==> config.mk <==
export PLATFORM = sky130hd
export DESIGN_NAME = logic_op_pipe
export DESIGN_NICKNAME = d
export VERILOG_FILES = /design/src/rtl/logic_op_pipe.sv
export SDC_FILE = /design/constraint.sdc
export NUM_CORES = 1
export LEC_CHECK = 0
export CAP_MARGIN = 20
export CORE_MARGIN = 2
export CORE_UTILIZATION = 40
export DETAILED_ROUTE_END_ITERATION = 6
export PLACE_DENSITY_LB_ADDON = 0.05
export SLEW_MARGIN = 20
export SYNTH_ARGS = -nofsm -noshare
export SYNTH_HDL_FRONTEND = slang
export SYNTH_SLANG_ARGS = --single-unit
==> constraint.sdc <==
create_clock -name clk -period 1.84 [get_ports clk]
set_input_delay 0.184 -clock clk [delete_from_list [all_inputs] [get_ports clk]]
set_output_delay 0.184 -clock clk [all_outputs]
set_load 0.1 [all_outputs]
==> src/rtl/logic_op_pipe.sv <==
// Registered bitwise gate unit (AND/OR/XOR/NAND/NOR/XNOR) returning result c1 and its complement c2, plus flags.
// Latency: 1 cycle from accept to out_valid when the 2-entry output buffer is empty; 1 transfer/cycle sustained.
// Backpressure: in_ready = occupancy < 2, from registered state only; a full buffer ignores a same-cycle pop for push.
module logic_op_pipe #(
  parameter int WIDTH = 8,
  parameter int CNT_W = 16
) (
  input  logic             clk,
  input  logic             rst_n,
  input  logic             in_valid,
  output logic             in_ready,
  input  logic [WIDTH-1:0] in_a,
  input  logic [WIDTH-1:0] in_b,
  input  logic [2:0]       in_op,
  output logic             out_valid,
  input  logic             out_ready,
  output logic [WIDTH-1:0] out_c1,
  output logic [WIDTH-1:0] out_c2,
  output logic             out_zero,
  output logic             out_ones,
  output logic             out_err,
  input  logic             clr_cnt,
  output logic [CNT_W-1:0] op_count
);

  localparam logic [2:0] OP_AND  = 3'd0;
  localparam logic [2:0] OP_OR   = 3'd1;
  localparam logic [2:0] OP_XOR  = 3'd2;
  localparam logic [2:0] OP_NAND = 3'd3;
  localparam logic [2:0] OP_NOR  = 3'd4;
  localparam logic [2:0] OP_XNOR = 3'd5;

  // Everything the consumer sees is computed once at accept and carried with the entry,
  // so outputs never depend on the operand inputs after the handshake.
  typedef struct packed {
    logic [WIDTH-1:0] c1;
    logic [WIDTH-1:0] c2;
    logic             zero;
    logic             ones;
    logic             err;
  } ent_t;

  ent_t             new_ent;
  logic [WIDTH-1:0] new_c1;
  logic             new_err;

  // head_q always holds the oldest entry; tail_q is only meaningful at occupancy 2.
  ent_t             head_q, head_d;
  ent_t             tail_q, tail_d;
  logic [1:0]       occ_q, occ_d;
  logic [CNT_W-1:0] cnt_q, cnt_d;

  logic push;
  logic pop;

  assign in_ready  = (occ_q < 2'd2);
  assign out_valid = (occ_q != 2'd0);
  assign push      = in_valid && in_ready;
  assign pop       = out_valid && out_ready;

  // Evaluate the selected operation; illegal codes store zero with the error flag set.
  always_comb begin
    new_c1  = '0;
    new_err = 1'b0;
    case (in_op)
      OP_AND:  new_c1 = in_a & in_b;
      OP_OR:   new_c1 = in_a | in_b;
      OP_XOR:  new_c1 = in_a ^ in_b;
      OP_NAND: new_c1 = ~(in_a & in_b);
      OP_NOR:  new_c1 = ~(in_a | in_b);
      OP_XNOR: new_c1 = ~(in_a ^ in_b);
      default: begin
        new_c1  = '0;
        new_err = 1'b1;
      end
    endcase
    new_ent.c1   = new_c1;
    new_ent.c2   = ~new_c1;
    new_ent.zero = (new_c1 == '0);
    new_ent.ones = (new_c1 == {WIDTH{1'b1}});
    new_ent.err  = new_err;
  end

  // Buffer next-state: head is never cleared on the last pop, so outputs hold their last values.
  always_comb begin
    head_d = head_q;
    tail_d = tail_q;
    occ_d  = occ_q;
    case (occ_q)
      2'd0: begin
        if (push) begin
          head_d = new_ent;
          occ_d  = 2'd1;
        end
      end
      2'd1: begin
        if (push && pop) begin
          head_d = new_ent;
        end else if (push) begin
          tail_d = new_ent;
          occ_d  = 2'd2;
        end else if (pop) begin
          occ_d  = 2'd0;
        end
      end
      2'd2: begin
        if (pop) begin
          head_d = tail_q;
          occ_d  = 2'd1;
        end
      end
      default: occ_d = 2'd0;
    endcase
  end

  // Saturating completion counter; clear wins over a same-cycle pop.
  always_comb begin
    cnt_d = cnt_q;
    if (clr_cnt) begin
      cnt_d = '0;
    end else if (pop && (cnt_q != {CNT_W{1'b1}})) begin
      cnt_d = cnt_q + 1'b1;
    end
  end

  // State registers; reset discards any buffered entries immediately.
  always_ff @(posedge clk or negedge rst_n) begin
    if (!rst_n) begin
      head_q <= '0;
      tail_q <= '0;
      occ_q  <= 2'd0;
      cnt_q  <= '0;
    end else begin
      head_q <= head_d;
      tail_q <= tail_d;
      occ_q  <= occ_d;
      cnt_q  <= cnt_d;
    end
  end

  assign out_c1   = head_q.c1;
  assign out_c2   = head_q.c2;
  assign out_zero = head_q.zero;
  assign out_ones = head_q.ones;
  assign out_err  = head_q.err;
  assign op_count = cnt_q;

endmodule

==> results of run 1 <==
==> registers in the layout, summed over array words and instances, names as in the netlist <==
signal,cells
out_ones,1
op_count,16
out_c1,8
out_c2,8
occ_q,2
out_err,1
out_zero,1
tail_q,19
==> power breakdown <==
group | switching (mW) | internal [mW] | leakage, nW
Clock | 0.407 | 0.412 | 0.0558
Combinational | 1.49 | 0.623 | 1.51
Sequential | 0.158 | 1.51 | 0.676
Total | 2.06 | 2.55 | 2.25
==> layout make-up <==
cell class	count	area, um^2	area share [%]
multi-input cells	275	1960	41.6
flip-flops and latches	56	1460	30.9
repair buffers	114	960	20.3
well taps	105	131	2.79
inverters	26	97.6	2.07
clock buffers	6	72.6	1.54
clock inverters	2	38.8	0.822
==> kinds of logic (layout without fill, tap and decap cells) <==
group	after synthesis	count (layout)	share of synthesized area (%)
multiplexers	16	16	4.74
XOR/XNOR	11	11	2.83
flip-flops	56	56	41.1
adder cells (fa/ha/maj)	17	17	6.24
AND/OR/NAND/NOR	146	146	21.1
AO/OA/AOI/OAI	85	85	18.0
buffers and inverters	47	148	5.91
==> worst max-delay path, cell delays in order, from the launching register on <==
cell and delay, ns:
dfrtp_4 0.50, and4_1 0.22, and2_2 0.28, a211oi_4 0.32
a311oi_1 0.13, a41o_1 0.21
==> cell usage in the layout, fill, tap and decap left out, types with 8 or more instances in the layout <==
cell type and count:
o21ai_0 12, ha_1 13, o211ai_1 16, nor2b_1 23, o21ai_1 8, buf_4 86, inv_1 22, dlygate4sd2_1 8
dfrtp_1 40, a21o_1 9, nor2_1 42, dfrtp_4 14, mux2i_1 15, nand2_1 38
==> through the flow <==
step / utilization [%] / setup TNS (ns) / std cells
floorplan: - / -0.0594 / 378
global placement: 53.4 / -4.52 / 568
detailed placement: 53.4 / -5.50 / 568
CTS: 55.5 / 0 / 582
global route: 57.1 / -0.0148 / 584
finish: 57.1 / 0 / 584
==> what timing repair did <==
| item | CTS | global route |
|---|---|---|
| gates resized for setup | 16 | 32 |
| hold buffers | 1 | 0 |
| setup buffers | 5 | 3 |
| setup endpoints to repair | 8 | 19 |
| endpoints found under the hold margin | 28 | 0 |
| pin swaps | 12 | 18 |
==> per-layer routing <==
metal / global-route usage (%) / vias up
met3: 2.58 / 7
li1: - / 1507
met5: 0 / -
met4: 3.87 / 0
met1: 25.1 / 1380
met2: 30.6 / 53
==> how the worst min path moves through the flow <==
stage          cells after the start  slack, ns      start     endpoint
2_1_floorplan                      0      -0.11      rst_n     occ_q[0]
3_3_place_gp                       1       0.28      rst_n  op_count[7]
3_5_place_dp                       1       0.28      rst_n  op_count[8]
4_1_cts                            2       0.47      rst_n  op_count[8]
5_1_grt                            1       0.50  tail_q[9]    tail_q[9]
6_report                           2       0.45      rst_n  op_count[8]
==> reports/results.tsv, run 1 <==
metric	value	unit
via_per_inst	5.05	
overflow	0	
yosysWarnings	0	
synthesis.nets	419	
cp-endpoint	op_count[9]	
fp.dieArea	9270	um^2
syn_to_final_growth	38.4	%
reg2reg_slack	0.08	ns
synth_area_leader_cell	dfrtp_1	
synth_top_area_share	41.1	%
rr_startpoint	op_count[14]	
ys_seq_elements	56	
yosysSeqAreaShare	41.1	%
tritoncts	built	
numCtsBuffers	5	
dr_total_vias	2947	
cts.htree.levels	2	
hp-class	input pin to async pin	
drive_gt1_share	31.1	%
grtUsageTotal	18.3	%
crit_path_start_kind	flip-flop	
nets	519	
synth_common_cells	56 x dfrtp_1, 42 x nor2_1, 40 x nand2_1	
syn_avg_cell_area	9.02	um^2
cap_viol_max_count	0	
cts_buffer_depth	2	
yosysMostFrequentCell	dfrtp_1	
hold_viol_final	0	
max_clock_freq	567	MHz
final-max-slew-violation-count	0	
worstRegToRegCells	5	
layout_setup_ws	0.0763	ns
first_global_vias	2772	
fin_skew	0.00751	ns
wl_met1	3840	um
synthCells	378	
placed_cell_area	4410	um^2
total_power	4.60	mW
synth-edff-count	0	
holdWs	0.449	ns
cp.required	2.05	ns
async_flop_share	100	%
drt_iter0_drc	109	
die_y	96.3	um
wl	8130	um
grt_max_degree	32	
die_w	96.3	um
wl_per_cell	13.9	um
outcome	completed	
rows	33	
pin_count	61	
endpoint_kind	flip-flop	
crit_path_max_fanout	7	
reg2reg_to	op_count[9]	
tightest_slew	0.707	ns
initial_core_util	41.3	%
drc	0	
design_area	4720	um^2
antenna_found_initial	0	
yosysUniqueCellTypes	56	
netlist_top_cells_area	dfrtp_1 41%, ha_1 6.2%, nor2_1 4.6%	
powerDensity	976	nW/um^2
mappedNetlistArea	3410	um^2
cts.clk_slew.worst_paths	0.10	ns
clock_latency	0.31	ns
crit_type	flip-flop to flip-flop	
grt_pass1_wl	13300	um
crit_arrival	1.97	ns
pre_cts_slack	-0.425	ns
antenna_cells	0	
critPathLaunch	op_count[14]	
fin_crit	1.76	ns
cts_root_buffer	clkbuf_8	
place_congestion	0.802	
fillCellCount	771	
core_area	8260	um^2
portBuffers	60	
cts_sinks	56	
finalSetupViolations	0	
ir_worst_vdd	0.705	mV
fin_crit_sh	95.9	%
dpl.hpwl	6040	um
route.met2.wl	3920	um
synthFlopType	dfrtp_1	
slew_headroom	52.9	%
drtPass1Iterations	7	
ant_nets	0	
wl_met3	293	um
p_leak	2.25	nW
highest_layer	met4	
(Power assumes the default switching activity.)
==> run 2: changes to the inputs <==
- REMOVE_ABC_BUFFERS: unset -> 1
==> run 2 against run 1 <==
Effect of this change: sequential power barely moved; fmax rose by 0.23%; register-to-register slack improved by 0.02 ns; largest power group unchanged; via count rose by 2.3%; setup slack improved by 0.0041 ns; die area did not move; utilization rose by 0.14 points; final area rose by 0.24%; first-iteration DRC count rose by 33%; final cell count rose by 1.4%; power rose by 0.80%; clock skew rose by 0.0075 ns.
==> reports/results.tsv, run 2 (same netlist as run 1, synthesis figures left out) <==
metric	value	unit	change
crit_arrival	1.98	ns	was 1.97 ns
crit_path_max_fanout	4		was 7
drt_iter0_drc	145		was 109
portBuffers	60		unchanged
antenna_cells	0		unchanged
ant_nets	0		unchanged
antenna_found_initial	0		unchanged
initial_core_util	41.3	%	unchanged
wl_met1	4050	um	was 3840 um
drc	0		unchanged
via_per_inst	5.09		was 5.05
cap_viol_max_count	0		unchanged
tightest_slew	0.423	ns	was 0.707 ns
final_cell_mix	91 x buf_4, 55 x dfrtp_1, 42 x nor2_1		was 86 x buf_4, 42 x nor2_1, 40 x dfrtp_1
fp.dieArea	9270	um^2	unchanged
reg2reg_slack	0.10	ns	was 0.08 ns
fin_crit	1.76	ns	about the same
grtUsageTotal	17.5	%	was 18.3%
clock_latency	0.31	ns	about the same
design_area	4730	um^2	was 4720 um^2
numCtsBuffers	5		unchanged
fillCellCount	783		was 771
crit_path_start_kind	input pin		was flip-flop
drive_gt1_share	27.5	%	was 31.1%
dr_total_vias	3014		was 2947
p_int	2.57	mW	was 2.55 mW
drtPass1Iterations	4		was 7
wl_per_cell	13.7	um	was 13.9 um
route.met2.wl	3730	um	was 3920 um
p_leak	2.33	nW	was 2.25 nW
wl_met3	238	um	was 293 um
place_congestion	0.798		was 0.802
cts_root_buffer	clkbuf_8		unchanged
wl	8080	um	was 8130 um
max_clock_freq	568	MHz	was 567 MHz
cts.htree.levels	2		unchanged
hp-class	input pin to async pin		unchanged
max_flop_register	tail_q		unchanged
overflow	0		unchanged
pin_count	61		unchanged
swShare	44.7	%	about the same
combPwrFrac	46.1	%	was 45.9%
total_power	4.64	mW	was 4.60 mW
endpoint_kind	flip-flop		unchanged
cts_buffer_depth	2		unchanged
cp.required	2.06	ns	was 2.05 ns
clock_power_share	18.1	%	was 17.8%
placed_cell_area	4380	um^2	was 4410 um^2
highest_layer	met4		unchanged
syn_to_final_growth	38.7	%	was 38.4%
seqPwrFrac	35.8	%	was 36.3%
first_global_vias	2821		was 2772
fin_skew	0.0150	ns	was 0.00751 ns
powerDensity	981	nW/um^2	was 976 nW/um^2
tns	0	ns	unchanged
crit_type	input pin to flip-flop		was flip-flop to flip-flop
grt_pass1_wl	13000	um	was 13300 um
outcome	completed		unchanged
ir_worst_vdd	0.469	mV	was 0.705 mV
p_sw	2.07	mW	was 2.06 mW
final-max-slew-violation-count	0		unchanged
cts_sinks	56		unchanged
core_area	8260	um^2	unchanged
die_y	96.3	um	unchanged
rsz0062_at_grt	true		
slew_headroom	71.6	%	was 52.9%
dpl.hpwl	5850	um	was 6040 um
layout_commonest_cell	buf_4		unchanged
rows	33		unchanged
tritoncts	built		unchanged
nets	527		was 519
hold_viol_final	0		unchanged
holdWs	0.396	ns	was 0.449 ns
cts.clk_slew.worst_paths	0.11	ns	was 0.10 ns
grt_max_degree	57		was 32
largest_reg_flops	19		unchanged
fin_crit_sh	95.6	%	was 95.9%
finalSetupViolations	0		unchanged
die_w	96.3	um	unchanged
run 2: stage by stage:
step	util (%)	std cells	setup WS (ns)
6_report	57.3	592	0.0804
5_1_grt	57.3	592	-0.00641
4_1_cts	55.7	588	0.00120
3_5_place_dp	53.0	574	-0.471
3_3_place_gp	53.0	574	-0.404
2_1_floorplan	-	357	-0.654
run 2: path summary, 6_finish.rpt:
| path | start | endpoint | depth (start not counted) |
|---|---|---|---|
| max in group asynchronous | rst_n | op_count[6] | 3 |
| min in group clk | tail_q[3] | tail_q[3] | 2 |
| setup reg to reg | op_count[0] | op_count[0] | 7 |
| hold reg to reg | tail_q[3] | tail_q[3] | 2 |
| setup / recovery | in_a[0] | out_ones | 8 |
| hold / removal | rst_n | out_c2[6] | 3 |
run 2: area by class of cell:
| cell class | count | area, um^2 | area share [%] |
|---|---|---|---|
| tap | 105 | 131 | 2.78 |
| clock buffer | 5 | 68.8 | 1.46 |
| multi-input combinational | 275 | 1920 | 40.6 |
| timing repair buffer | 122 | 1060 | 22.4 |
| sequential | 56 | 1400 | 29.7 |
| inverter | 26 | 97.6 | 2.06 |
| clock inverter | 3 | 46.3 | 0.979 |
run 2: worst max-delay path, cell delays in order:
cell and delay (ns):
clkdlybuf4s50_1 0.49, inv_1 0.07, ha_1 0.31, inv_1 0.06, mux2i_1 0.06, o211a_1 0.29
nand4b_1 0.24, o41ai_2 0.29
run 2: per-layer routing:
metal / vias to the layer above / GRT usage, %
met5: - / 0
met4: 0 / 4.23
met3: 6 / 2.35
met2: 55 / 28.0
met1: 1432 / 25.2
li1: 1521 / -
run 2: repair_timing:
action                                  in CTS  in global routing
hold buffers                                 1                  0
endpoints found under the setup margin      17                 17
gates cloned                                 0                  1
hold endpoints to repair                    56                  0
setup buffers                                5                  3
gates resized for setup                     17                 27
pin swaps                                    9                 18
run 2: power groups by stage:
stage               logic, mW  registers (mW)  clock network (mW)
floorplan               0.558            2.58                   0
global placement         2.06            1.68                   0
detailed placement       2.08            1.69                   0
CTS                      2.12            1.67               0.856
global route             2.27            1.70               0.913
finish                   2.14            1.66               0.838
==> run 3: changes to the inputs <==
- DONT_BUFFER_PORTS: unset -> 1
==> run 3 against run 2 <==
Effect of this change: register-to-register slack hardly changed; critical path depth decreased by 2; worst hold slack worse by 0.36 ns; via count shrank 8.2%; clock-buffer cell count stayed put; sequential cell count is the same; highest routed layer unchanged; sequential power hardly changed; die area stayed put; sequential share of layout area grew 4.5 points; non-clock buffer count is 55 lower; utilization shrank 7.6 points; critical endpoint is now op_count[13]; largest power group unchanged.
==> reports/results.tsv, run 3 (same netlist as run 1, synthesis figures left out) <==
metric	value	unit	change
cts_root_buffer	clkbuf_8		unchanged
fin_crit	1.75	ns	was 1.76 ns
fin_skew	0.00908	ns	was 0.0150 ns
seqCellArea	1400	um^2	about the same
cts_sinks	56		unchanged
rows	33		unchanged
tightest_slew	0.545	ns	was 0.423 ns
antenna_cells	0		unchanged
pre_cts_slack	0.0427	ns	was -0.471 ns
drtPass1Iterations	7		was 4
crit_path_max_fanout	4		unchanged
worst_path_max_delay_cell	dfrtp_1		was clkdlybuf4s50_1
wl_per_cell	14.5	um	was 13.7 um
cp.required	2.09	ns	was 2.06 ns
ir_worst_vdd	0.413	mV	was 0.469 mV
layout_setup_ws	0.0870	ns	was 0.0804 ns
crit_type	flip-flop to flip-flop		was input pin to flip-flop
ant_nets	0		unchanged
total_power	4.42	mW	was 4.64 mW
hold_viol_final	0		unchanged
dr_total_vias	2768		was 3014
p_leak	1.97	nW	was 2.33 nW
first_global_vias	2614		was 2821
fillCellCount	814		was 783
cts.htree.levels	2		unchanged
numCtsBuffers	5		unchanged
layout_commonest_cell	buf_4		unchanged
grt_pass1_wl	12700	um	was 13000 um
tritoncts	built		unchanged
outcome	completed		unchanged
largest_reg_flops	19		unchanged
initial_core_util	41.3	%	unchanged
fin_util	49.6	%	was 57.3%
grtUsageTotal	17.5	%	about the same
hp-class	input pin to flip-flop		was input pin to async pin
fin_crit_sh	95.3	%	was 95.6%
die_y	96.3	um	unchanged
endpoint_kind	flip-flop		unchanged
max_clock_freq	570	MHz	was 568 MHz
syn_to_final_growth	20.2	%	was 38.7%
dpl.hpwl	5710	um	was 5850 um
crit_buf_inv	1		was 3
slowest_delay	0.40	ns	was 0.49 ns
antenna_found_initial	0		unchanged
crit_chain	and3_1 -> and4_1 -> o2111ai_1 -> buf_4 -> or4_1 -> nand2_1		was clkdlybuf4s50_1 -> inv_1 -> ha_1 -> inv_1 -> mux2i_1 -> o211a_1 -> nand4b_1 -> o41ai_2
powerDensity	1080	nW/um^2	was 981 nW/um^2
drt_iter0_drc	136		was 145
overflow	0		unchanged
core_area	8260	um^2	unchanged
clock_latency	0.31	ns	about the same
fp.dieArea	9270	um^2	unchanged
die_w	96.3	um	unchanged
crit_family	simple AND/OR/NAND/NOR gates		was buffers and inverters
cts_buffer_depth	2		unchanged
tns	0	ns	unchanged
grt_max_degree	57		unchanged
via_per_inst	5.15		was 5.09
max_flop_register	tail_q		unchanged
pin_count	61		unchanged
drc	0		unchanged
crit_arrival	2.01	ns	was 1.98 ns
multiInputGateArea	1830	um^2	was 1920 um^2
final-max-slew-violation-count	0		unchanged
crit_path_start_kind	flip-flop		was input pin
wl	7790	um	was 8080 um
finalSetupViolations	0		unchanged
portBuffers	0		was 60
slew_headroom	63.5	%	was 71.6%
cap_viol_max_count	0		unchanged
nets	472		was 527
cts.clk_slew.worst_paths	0.10	ns	was 0.11 ns
drive_gt1_share	19.4	%	was 27.5%
final_cell_mix	63 x buf_4, 56 x dfrtp_1, 42 x nor2_1		was 91 x buf_4, 55 x dfrtp_1, 42 x nor2_1
place_congestion	0.781		was 0.798
## run 3: per-stage QoR
stage	cell area, um^2	std cells	hold WS [ns]
after CTS	4070	536	0.0267
after global placement	3900	524	-0.110
after detailed placement	3900	524	-0.110
after floorplan	3300	357	-0.112
after global routing	4100	537	0.0416
final	4100	537	0.0308
## run 3: power breakdown
part / switching, mW / internal (mW) / total, mW
Sequential: 0.132 / 1.51 / 1.64
Combinational: 1.45 / 0.517 / 1.97
Clock: 0.412 / 0.404 / 0.815
Total: 1.99 / 2.43 / 4.42
## run 3: final timing paths
check | from | to | slack (ns) | depth (start not counted)
setup / recovery | op_count[2] | op_count[13] | 0.09 | 6
hold / removal | clr_cnt | op_count[13] | 0.03 | 3
setup reg to reg | op_count[2] | op_count[13] | 0.09 | 6
hold reg to reg | tail_q[6] | tail_q[6] | 0.49 | 1
max in group asynchronous | rst_n | tail_q[1] | 1.21 | 2
min in group asynchronous | rst_n | out_c2[5] | 0.38 | 2
## run 3: layer usage
metal / vias up / share of wire [%] / GRT usage, %
met2: 58 / 45 / 27.6
met3: 5 / 4.6 / 3.21
met5: - / 0 / 0
met1: 1295 / 49 / 24.8
li1: 1410 / - / -
met4: 0 / 0.95 / 4.11
## run 3: tightest hold or removal path, cell delays in order
cell and delay (ns):
nor2b_1 0.02, o21ai_0 0.06, nand2_1 0.05
## run 3: layout make-up
type / instances / area share [%]
Clock inverter: 3 / 1.04
Sequential cell: 56 / 34.2
Timing Repair Buffer: 67 / 12.9
Multi-Input combinational cell: 275 / 44.5
Inverter: 26 / 2.38
Tap cell: 105 / 3.21
Clock buffer: 5 / 1.68
## run 3: repair_timing
item	in CTS	in global routing
gates resized for setup	0	4
hold buffers	4	0
setup buffers	0	1
hold endpoints to repair	70	0
setup endpoints to repair	0	10
